### config.mk
export PLATFORM = sky130hd
export DESIGN_NAME = spi_hid_io
export DESIGN_NICKNAME = d
export VERILOG_FILES = /design/src/rtl/spi_hid_io.sv
export SDC_FILE = /design/constraint.sdc
export NUM_CORES = 1
export LEC_CHECK = 0
export CAP_MARGIN = 20
export CELL_PAD_IN_SITES_DETAIL_PLACEMENT = 0
export CELL_PAD_IN_SITES_GLOBAL_PLACEMENT = 1
export CORE_ASPECT_RATIO = 0.5
export CORE_MARGIN = 2
export CORE_UTILIZATION = 35
export DETAILED_ROUTE_END_ITERATION = 16
export PLACE_DENSITY_LB_ADDON = 0.1
export REMOVE_ABC_BUFFERS = 1
export SLEW_MARGIN = 30
export SYNTH_ARGS = -nofsm -noshare
export SYNTH_HDL_FRONTEND = slang
export SYNTH_SLANG_ARGS = --single-unit
### constraint.sdc
create_clock -name clk_sys -period 5.75 [get_ports clk_sys]
set_clock_uncertainty 0.15 [all_clocks]
set_input_delay 1.15 -clock clk_sys [delete_from_list [all_inputs] [get_ports clk_sys]]
set_output_delay 1.15 -clock clk_sys [all_outputs]
set_load 0.005 [all_outputs]
### src/rtl/spi_hid_io.sv
// spi_hid_io: SPI slave that decodes IO-controller commands into joystick,
// button/switch/config, mouse state and an event FIFO (mouse deltas, keys).
// Optional build macro SPI_HID_IO_STATUS_EN adds the 32-bit status register
// written by command 0x1E; without it STATUS is tied to zero.
module spi_hid_io #(
  parameter int unsigned NUM_JOY    = 4,
  parameter int unsigned JOY_W      = 16,
  parameter int unsigned FIFO_DEPTH = 16,
  parameter logic [7:0]  CORE_ID    = 8'hA4
) (
  input  logic                     clk_sys,
  input  logic                     reset,
  input  logic                     SPI_CLK,
  input  logic                     SPI_SS_IO,
  input  logic                     SPI_MOSI,
  output logic                     SPI_MISO,
  output logic                     SPI_MISO_OE,
  output logic [NUM_JOY*JOY_W-1:0] JOY,
  output logic [1:0]               BUTTONS,
  output logic [1:0]               SWITCHES,
  output logic [3:0]               CONF,
  output logic [2:0]               MOUSE_BUTTONS,
  output logic                     EV_VALID,
  input  logic                     EV_READY,
  output logic [1:0]               EV_TYPE,
  output logic [7:0]               EV_DATA,
  output logic                     EV_OVERFLOW,
  input  logic                     EV_CLR,
  output logic [31:0]              STATUS
);

  localparam int unsigned PTR_W     = $clog2(FIFO_DEPTH);
  localparam int unsigned CNT_W     = PTR_W + 1;
  localparam int unsigned JOY_BYTES = JOY_W / 8;

  // ---------------------------------------------------------------------
  // Input synchronisers and SCK edge detection
  // ---------------------------------------------------------------------
  logic [1:0] sck_sync, ss_sync, mosi_sync;
  logic       sck_d;
  logic       sck, ss, mosi, sck_rise, sck_fall;

  // Free-running 2-FF synchronisers so the SS level is trustworthy right after reset
  always_ff @(posedge clk_sys) begin
    sck_sync  <= {sck_sync[0], SPI_CLK};
    ss_sync   <= {ss_sync[0], SPI_SS_IO};
    mosi_sync <= {mosi_sync[0], SPI_MOSI};
    sck_d     <= sck_sync[1];
  end

  assign sck      = sck_sync[1];
  assign ss       = ss_sync[1];
  assign mosi     = mosi_sync[1];
  assign sck_rise = sck & ~sck_d;
  assign sck_fall = ~sck & sck_d;

  // ---------------------------------------------------------------------
  // Byte assembly
  // ---------------------------------------------------------------------
  logic       armed;
  logic [2:0] bit_cnt;
  logic [7:0] byte_cnt;
  logic [6:0] shift;
  logic       byte_done;
  logic [7:0] byte_data;
  logic [7:0] byte_idx;

  // Shift MOSI on SCK rise; deselect drops any partial byte and rearms
  always_ff @(posedge clk_sys) begin
    if (reset) begin
      armed     <= 1'b0;
      bit_cnt   <= 3'd0;
      byte_cnt  <= 8'd0;
      shift     <= 7'd0;
      byte_done <= 1'b0;
      byte_data <= 8'd0;
      byte_idx  <= 8'd0;
    end else begin
      byte_done <= 1'b0;
      if (ss) begin
        armed    <= 1'b1;
        bit_cnt  <= 3'd0;
        byte_cnt <= 8'd0;
      end else if (armed && sck_rise) begin
        shift   <= {shift[5:0], mosi};
        bit_cnt <= bit_cnt + 3'd1;
        if (bit_cnt == 3'd7) begin
          byte_done <= 1'b1;
          byte_data <= {shift, mosi};
          byte_idx  <= byte_cnt;
          if (byte_cnt != 8'hFF) byte_cnt <= byte_cnt + 8'd1;
        end
      end
    end
  end

  // MISO: core id during the command byte (bit 7 preloaded while idle), then zero
  always_ff @(posedge clk_sys) begin
    if (reset) begin
      SPI_MISO    <= 1'b0;
      SPI_MISO_OE <= 1'b0;
    end else begin
      SPI_MISO_OE <= ~ss;
      if (ss)
        SPI_MISO <= CORE_ID[7];
      else if (sck_fall)
        SPI_MISO <= (byte_cnt == 8'd0) ? CORE_ID[3'd7 - bit_cnt] : 1'b0;
    end
  end

  // ---------------------------------------------------------------------
  // Command decode
  // ---------------------------------------------------------------------
  logic [7:0] cmd;
  logic       is_joy;
  logic       push;
  logic [1:0] push_type;

  assign is_joy = (cmd[7:3] == 5'b01100);

  // Event pushes generated by completed data bytes
  always_comb begin
    push      = 1'b0;
    push_type = 2'd0;
    if (byte_done && byte_idx != 8'd0) begin
      case (cmd)
        8'h04: begin
          if (byte_idx == 8'd1) begin
            push      = 1'b1;
            push_type = 2'd0;
          end else if (byte_idx == 8'd2) begin
            push      = 1'b1;
            push_type = 2'd1;
          end
        end
        8'h05: begin
          push      = 1'b1;
          push_type = 2'd2;
        end
        8'h06: begin
          push      = 1'b1;
          push_type = 2'd3;
        end
        default: ;
      endcase
    end
  end

`ifdef SPI_HID_IO_STATUS_EN
  logic [31:0] status_r;
  assign STATUS = status_r;
`else
  assign STATUS = 32'd0;
`endif

  // Latch command byte and apply data bytes to the state registers
  always_ff @(posedge clk_sys) begin
    if (reset) begin
      cmd           <= 8'd0;
      JOY           <= '0;
      BUTTONS       <= 2'd0;
      SWITCHES      <= 2'd0;
      CONF          <= 4'd0;
      MOUSE_BUTTONS <= 3'd0;
`ifdef SPI_HID_IO_STATUS_EN
      status_r      <= 32'd0;
`endif
    end else if (byte_done) begin
      if (byte_idx == 8'd0) begin
        cmd <= byte_data;
      end else begin
        if (cmd == 8'h01 && byte_idx == 8'd1)
          {CONF, SWITCHES, BUTTONS} <= byte_data;
        if (cmd == 8'h04 && byte_idx == 8'd3)
          MOUSE_BUTTONS <= byte_data[2:0];
        for (int n = 0; n < NUM_JOY; n++) begin
          for (int k = 0; k < JOY_BYTES; k++) begin
            if (is_joy && cmd[2:0] == 3'(n) && byte_idx == 8'(k + 1))
              JOY[n*JOY_W + k*8 +: 8] <= byte_data;
          end
        end
`ifdef SPI_HID_IO_STATUS_EN
        if (cmd == 8'h1E) begin
          case (byte_idx)
            8'd1: status_r[7:0]   <= byte_data;
            8'd2: status_r[15:8]  <= byte_data;
            8'd3: status_r[23:16] <= byte_data;
            8'd4: status_r[31:24] <= byte_data;
            default: ;
          endcase
        end
`endif
      end
    end
  end

  // ---------------------------------------------------------------------
  // Event FIFO (first-word-fall-through)
  // ---------------------------------------------------------------------
  logic [9:0]       mem [FIFO_DEPTH];
  logic [CNT_W-1:0] wr_ptr, rd_ptr, occ;
  logic             full, pop, push_ok;

  assign occ      = wr_ptr - rd_ptr;
  assign full     = (occ == CNT_W'(FIFO_DEPTH));
  assign EV_VALID = (wr_ptr != rd_ptr);
  assign pop      = EV_VALID & EV_READY;
  assign push_ok  = push & (~full | pop);
  assign {EV_TYPE, EV_DATA} = mem[rd_ptr[PTR_W-1:0]];

  // Pointer update and sticky overflow (a new overflow beats EV_CLR)
  always_ff @(posedge clk_sys) begin
    if (reset) begin
      wr_ptr      <= '0;
      rd_ptr      <= '0;
      EV_OVERFLOW <= 1'b0;
    end else begin
      if (push_ok) wr_ptr <= wr_ptr + CNT_W'(1);
      if (pop)     rd_ptr <= rd_ptr + CNT_W'(1);
      if (push && full && !pop)
        EV_OVERFLOW <= 1'b1;
      else if (EV_CLR)
        EV_OVERFLOW <= 1'b0;
    end
  end

  // FIFO storage write
  always_ff @(posedge clk_sys) begin
    if (push_ok) mem[wr_ptr[PTR_W-1:0]] <= {push_type, byte_data};
  end

endmodule
==> Word level (Yosys, flattened, before mapping) <==
Memories as Yosys holds them, arrays and structs flattened. A register that Yosys moved wholly into a read port is not among the register bits.
Index checks and enable logic that the tools add are counted.
{ "word_totals": {"register_bits": 139, "ram_bits": 160, "mem_bits_ro": 8, "input_bits": 7, "output_inout_bits": 121, "elab_cells": 125, "n_memories": 2} }
{ "memory_table": {"columns": ["name", "depth", "width", "read_ports", "rd_clocked_by_memory_dff", "wr", "line", "rtl"], "rows": [
  ["mem", 16, 10, 1, 1, 1, "200", "logic [9:0] mem [FIFO_DEPTH];"],
  ["(name not given)", 8, 1, 1, 0, 0, "107", "SPI_MISO <= (byte_cnt == 8'd0) ? CORE_ID[3'd7 - bit_cnt] : 1'b0;"]
]} }
{ "op_classes": {"addsub": 6, "magnitude_cmp": 1, "eq_ne": 15, "muxes": 19, "bitwise": 11, "n_reduce_logical": 42} }
{ "ops": {"columns": ["operator", "count"], "rows": [
  ["$reduce_and A3 Y1", 12],
  ["$eq A8 B3 Y1 const B", 3],
  ["$logic_and A1 B1 Y1", 18],
  ["$eq A8 B1 Y1 const B", 2],
  ["$eq A8 B2 Y1 const B", 2],
  ["$logic_not A8 Y1", 2],
  ["$mux W1", 14],
  ["$add A5 B1 Y5 const B", 2],
  ["$add A8 B1 Y8 const B", 1],
  ["$mux W4", 2],
  ["$ne A8 B8 Y1 const B", 1],
  ["$reduce_bool A8 Y1", 1],
  ["$eq A3 B2 Y1 const B", 2],
  ["$not A1 Y1", 6],
  ["$pmux W2 S3", 1],
  ["$eq A5 B4 Y1 const B", 1],
  ["$eq A5 B5 Y1 const B", 1],
  ["$ne A5 B5 Y1", 1],
  ["$sub A5 B5 Y5", 1],
  ["$and A1 B1 Y1", 4],
  ["$lt A3 B4 Y1 const B", 1],
  ["$reduce_and A2 Y1", 2],
  ["$reduce_bool A2 Y1", 2],
  ["$reduce_or A2 Y1", 2],
  ["10 further kinds", 10]
]} }

==> Logic depth before layout (Yosys ltp) <==
Gate-level depths: netlist of the first run.
{ "depth": {"depth_word": 8, "ltp_mapped": 9, "depth_no_buf": 8} }

==> Worst setup path after synthesis of the first run <==
No wires, ideal clock.
{ "synth_path": {"path_kind": "register -> output", "startpoint": "register (tool-made name)", "endpoint": "output EV_DATA[0]", "arrival_ns": 1.991, "t_required_ns": 4.450, "slack_ns": 2.459, "stages_incl_launch_ff": 5, "path_buffers": 2, "path_cell_list": "dfxtp_1 clkbuf_1 buf_1 mux4_2 mux4_2"} }
{ "synth_lines": {"columns": ["item", "line", "rtl"], "rows": [
  ["to (decl)", "26", "output logic [7:0] EV_DATA,"]
]} }

==> impl_metrics.ini, run 1 <==
[grt]
grt-ovfl-total = 0
grt_max_degree = 70
grt_pass1_vias = 6994
antenna_found_initial = 0
grt_pass1_wl_um = 43000
grt_use_total_pct = 15.9

[setup_path]
r2r-start = cmd[3]
crit_type = register to primary output
crit_buf_inv = 2
critical-path-slowest-cell = mux4_2
endpoint_kind = primary output
cp_cell_sequence = buf_4 -> mux4_2 -> mux4_2 -> clkdlybuf4s50_1
cp_common_cell = mux4_2
arrival_ns = 3.05
r2r_setup_slack_ns = 2.46
start_kind = register
cp_top_family = multiplexers
cp_max_fo = 40
critPathRequiredTime_ns = 4.45
cp_slowest_stage_delay_ns = 0.59

[drt]
ant_nets = 0
dr.pass1.iters = 4
maxUsedRoutingLayer = met4
wl_um = 28400
route.met3.wl_um = 779
vias = 6874
wl_met1_um = 13400
viasPerCell = 4.78
wl_met2_um = 13600
wl_per_cell_um = 19.7
drt_iter0_drc = 458
drcViolationCount = 0

[cts]
clock-sinks = 303
cts-buffers-inserted = 28
ctsHtreeMaxLevel = 1
clk-insertion-delay-late_ns = 0.55
cts_tree = built
ctsResizeCount = 0
post_cts_buffers = 0
cts-root-buf = clkbuf_16
cts_buffer_depth = 3
cts-hold-fix-buffers = 0
clkTransAtPathRegs_ns = 0.06

[yosys]
synth_cell_types = 50
synth-seq-cells = 303
yosys_warnings = 0
netlist_area_um2 = 11900
synth_edf_count = 160
syn_avg_cell_area_um2 = 13.4
async_flop_share_pct = 0
synth_ff_type = edfxtp_1
synthCells = 892
seq_area_frac_synth_pct = 64.3

[finish]
final_area_um2 = 14100
final_common_cell = edfxtp_1
post-route-util_pct = 42.3
final_cell_mix = 160 x edfxtp_1, 139 x dfxtp_1, 106 x nand2_1
synthToLayoutAreaGrowth_pct = 18.2
nets = 999
fillers = 3036
antenna_cells = 0
layout-drive-gt1-share_pct = 12.5

[floorplanning]
fp.dieH_um = 135
ios = 128
die-area_um2 = 35700
row_count = 47
core_um2 = 33300
start_util_pct = 35.8
die_w_um = 265

[placed_design]
hpwlAfterDp_um = 18000
place_area_um2 = 13200
port_buffers = 95
gp_congestion = 0.748

[power]
power_leakage_nw = 4.91
pwr-share-seq_pct = 55.1
p_clk_share_pct = 44.1
p_per_area_nw_per_um2 = 291
swShare_pct = 20.4
ir_worst_vdd_v = 0.000174
power.switching_mw = 0.834
internal_power_mw = 3.26
p_total_mw = 4.10
comb_power_share_pct = 0.8

[timing]
rsz0062_at_grt = false
period_needed_ns = 4.35
hold_slack_ns = 0.176
fin_setup_tns_ns = 0
slew_violations = 0
max_freq_ghz = 0.230
hold_viol = 0
finalCritPeriodShare_pct = 75.6
relSlewSlack_pct = 43.2
setup_violations = 0
worst_slew_pin_slew_ns = 0.851

[flow_run]
drv_cap = 0

[worst_hold_path]
hold_class = register to register
hp-start = ss_sync[0]

[outcome]
outcome = complete, no violations
[layout make-up]
type | count | area [um2] | share of cell area (%)
clock buffers | 40 | 786 | 5.57
clock inverters | 10 | 93.8 | 0.666
inverters | 10 | 37.5 | 0.266
multi-input cells | 526 | 3900 | 27.7
flip-flops and latches | 303 | 7670 | 54.4
well taps | 441 | 552 | 3.91
repair buffers | 109 | 1050 | 7.47
[metrics by stage]
| stage | std cells | setup WS (ns) |
|---|---|---|
| after floorplan | 839 | 1.56 |
| after global placement | 1389 | 1.97 |
| after detailed placement | 1389 | 1.94 |
| after CTS | 1439 | 1.33 |
| after global routing | 1439 | 1.21 |
| final | 1439 | 1.40 |
[cell usage after synthesis (all sizes together), types with 7 or more instances]
cell / number / area (um2)
mux2i: 62 / 621
clkbuf: 46 / 173
nor3: 12 / 60.1
edfxtp: 160 / 4800
nand2: 106 / 398
buf: 38 / 278
ha: 14 / 175
nor2: 97 / 399
and3: 13 / 81.3
dfxtp: 143 / 2860
xor2: 7 / 61.3
a21oi: 55 / 275
inv: 10 / 37.5
nand3: 12 / 60.1
xnor2: 9 / 78.8
or3: 7 / 48.8
mux4: 50 / 1130
[layer usage]
layer / global-route usage, % / vias to the layer above
li1: - / 3313
met1: 22.0 / 3423
met2: 26.5 / 102
met3: 2.57 / 36
met4: 3.36 / 0
met5: 0 / -
[power groups by stage]
stage | clock [mW] | combinational (mW) | sequential, mW
2_1_floorplan | 0 | 0.00973 | 2.31
3_3_place_gp | 0 | 0.0321 | 2.31
3_5_place_dp | 0 | 0.0321 | 2.31
4_1_cts | 1.86 | 0.0322 | 2.26
5_1_grt | 1.94 | 0.0361 | 2.26
6_report | 1.81 | 0.0320 | 2.26
[worst paths after layout]
path,endpoint,depth (start not counted)
hold reg to reg,ss_sync[1],0
setup / recovery,EV_DATA[0],4
hold / removal,ss_sync[1],0
setup reg to reg,mem[8][3],5
[state kept, by name, indices dropped and copies added (netlist names), 2 cells and up, named ones only]
register,flops
BUTTONS,2
CONF,4
JOY,64
MOUSE_BUTTONS,3
SWITCHES,2
bit_cnt,3
byte_cnt,8
byte_data,8
byte_idx,8
cmd,8
mem,160
mosi_sync,2
rd_ptr,5
sck_sync,2
shift,7
ss_sync,2
wr_ptr,5
[cell families after synthesis]
group	synth area share (%)
xor gates and xnor gates	1.17
and+or+nand+nor	11.2
other	0.0314
buffers and inverters	4.09
DFF	64.3
AOI/OAI and AO/OA	3.01
adders and majority gates	1.47
muxes	14.7
Note: power is estimated with default switching activity, not from simulation.
==> run 2, diff against run 1 <==
- clock period: 5.75 -> 4.1 ns (I/O delays scaled with it)
==> impl_metrics.ini, run 2 (same netlist as run 1, synthesis figures left out) <==
[cts]
cts_tree = built
cts-buffers-inserted = 29
post_cts_buffers = 0
clock-sinks = 303
cts-hold-fix-buffers = 0
cts_buffer_depth = 3
clk-insertion-delay-late_ns = 0.56
ctsResizeCount = 0
ctsHtreeMaxLevel = 1
clkTransAtPathRegs_ns = 0.06
cts-root-buf = clkbuf_16

[timing]
hold_slack_ns = 0.178
setup_violations = 0
finalWorstSetupSlack_ns = 0.329
max_freq_ghz = 0.265
fin_setup_tns_ns = 0
hold_viol = 0
rsz0062_at_grt = false
slew_violations = 0
period_needed_ns = 3.77
worst_slew_pin_slew_ns = 0.818
relSlewSlack_pct = 45.1
finalCritPeriodShare_pct = 92.0

[worst_hold_path]
hold_class = register to register

[drt]
drcViolationCount = 0
wl_um = 28200
viasPerCell = 4.80
ant_nets = 0
dr.pass1.iters = 6
drt_iter0_drc = 411
wl_per_cell_um = 19.4
vias = 6973

[finish]
seq_area_um2 = 7670
nets = 1010
fillers = 3052
multi_input_area_um2 = 3900
synthToLayoutAreaGrowth_pct = 20.0
post-route-util_pct = 43.0
antenna_cells = 0
fin_cells = 1453
largest_register_ffs = 160
final_cell_mix = 160 x edfxtp_1, 138 x dfxtp_1, 106 x nand2_1
final_area_um2 = 14300
layout-drive-gt1-share_pct = 14.1
final_common_cell = edfxtp_1

[setup_path]
critical-path-slowest-cell = dfxtp_2
cp_max_fo = 16
crit_buf_inv = 2
cp_top_family = multiplexers
cp_slowest_stage_delay_ns = 0.60
cp_common_cell = mux4_2
start_kind = register
endpoint_kind = primary output
crit_type = register to primary output
cp_cell_sequence = buf_4 -> mux4_2 -> mux4_2 -> clkdlybuf4s50_1
critPathRequiredTime_ns = 3.13
arrival_ns = 2.80

[placed_design]
place_area_um2 = 13300
dp_cells = 1399
pre_cts_ws_ns = 0.770
hpwlAfterDp_um = 17800
port_buffers = 95
gp_congestion = 0.725

[floorplanning]
row_count = 47
fp.dieH_um = 135
die-area_um2 = 35700
core_um2 = 33300
die_w_um = 265
start_util_pct = 35.8
ios = 128

[power]
swShare_pct = 20.1
p_per_area_nw_per_um2 = 421
power.switching_mw = 1.21
internal_power_mw = 4.82
comb_power_share_pct = 0.8
power_leakage_nw = 5.05
pwr-share-seq_pct = 52.5
p_clk_share_pct = 46.7
ir_worst_vdd_v = 0.000321
p_total_mw = 6.03

[outcome]
outcome = complete, no violations

[grt]
grt_pass1_vias = 6850
grt_max_degree = 95
grt_pass1_wl_um = 43100
antenna_found_initial = 0
grt-ovfl-total = 0
grt_use_total_pct = 15.9

[flow_run]
drv_cap = 0
-- run 2: changes by cell type in the layout (fill, tap and decap cells not counted), moves of 2 or more --
cell       delta
clkinv_1      +2
buf_12        +2
dfxtp_2       +2
clkinv_2      +4
buf_4         +8
bufinv_16     +3
clkbuf_1      -6
-- run 2: worst paths after layout --
check / start / endpoint / slack, ns / cells after the start
worst min register to register: ss_sync[0] / ss_sync[1] / 0.18 / 0
worst max register to register: cmd[7] / mem[9][3] / 0.77 / 6
worst max-delay path: register / EV_DATA[0] / 0.33 / 4
worst min-delay path: ss_sync[0] / ss_sync[1] / 0.18 / 0
-- run 2: cell type report --
class	instances	area share, %
inverter	10	0.262
sequential	303	53.6
multi-input combinational	526	27.2
clock buffer	36	5.60
tap	441	3.85
timing repair buffer	119	8.06
clock inverter	18	1.42
-- run 2: per-layer routing --
metal	track usage, %	vias up	part of all wire, %
li1	-	3342	-
met1	22.7	3482	46
met2	25.9	121	48
met3	2.99	28	4.5
met4	2.54	0	1.2
met5	0	-	0
-- run 2: power groups by stage --
stage	sequential, mW	combinational (mW)	clock [mW]
floorplan	3.23	0.0136	0
global placement	3.24	0.0463	0
detailed placement	3.24	0.0462	0
CTS	3.17	0.0462	2.89
global route	3.17	0.0523	3.02
finish	3.17	0.0462	2.82
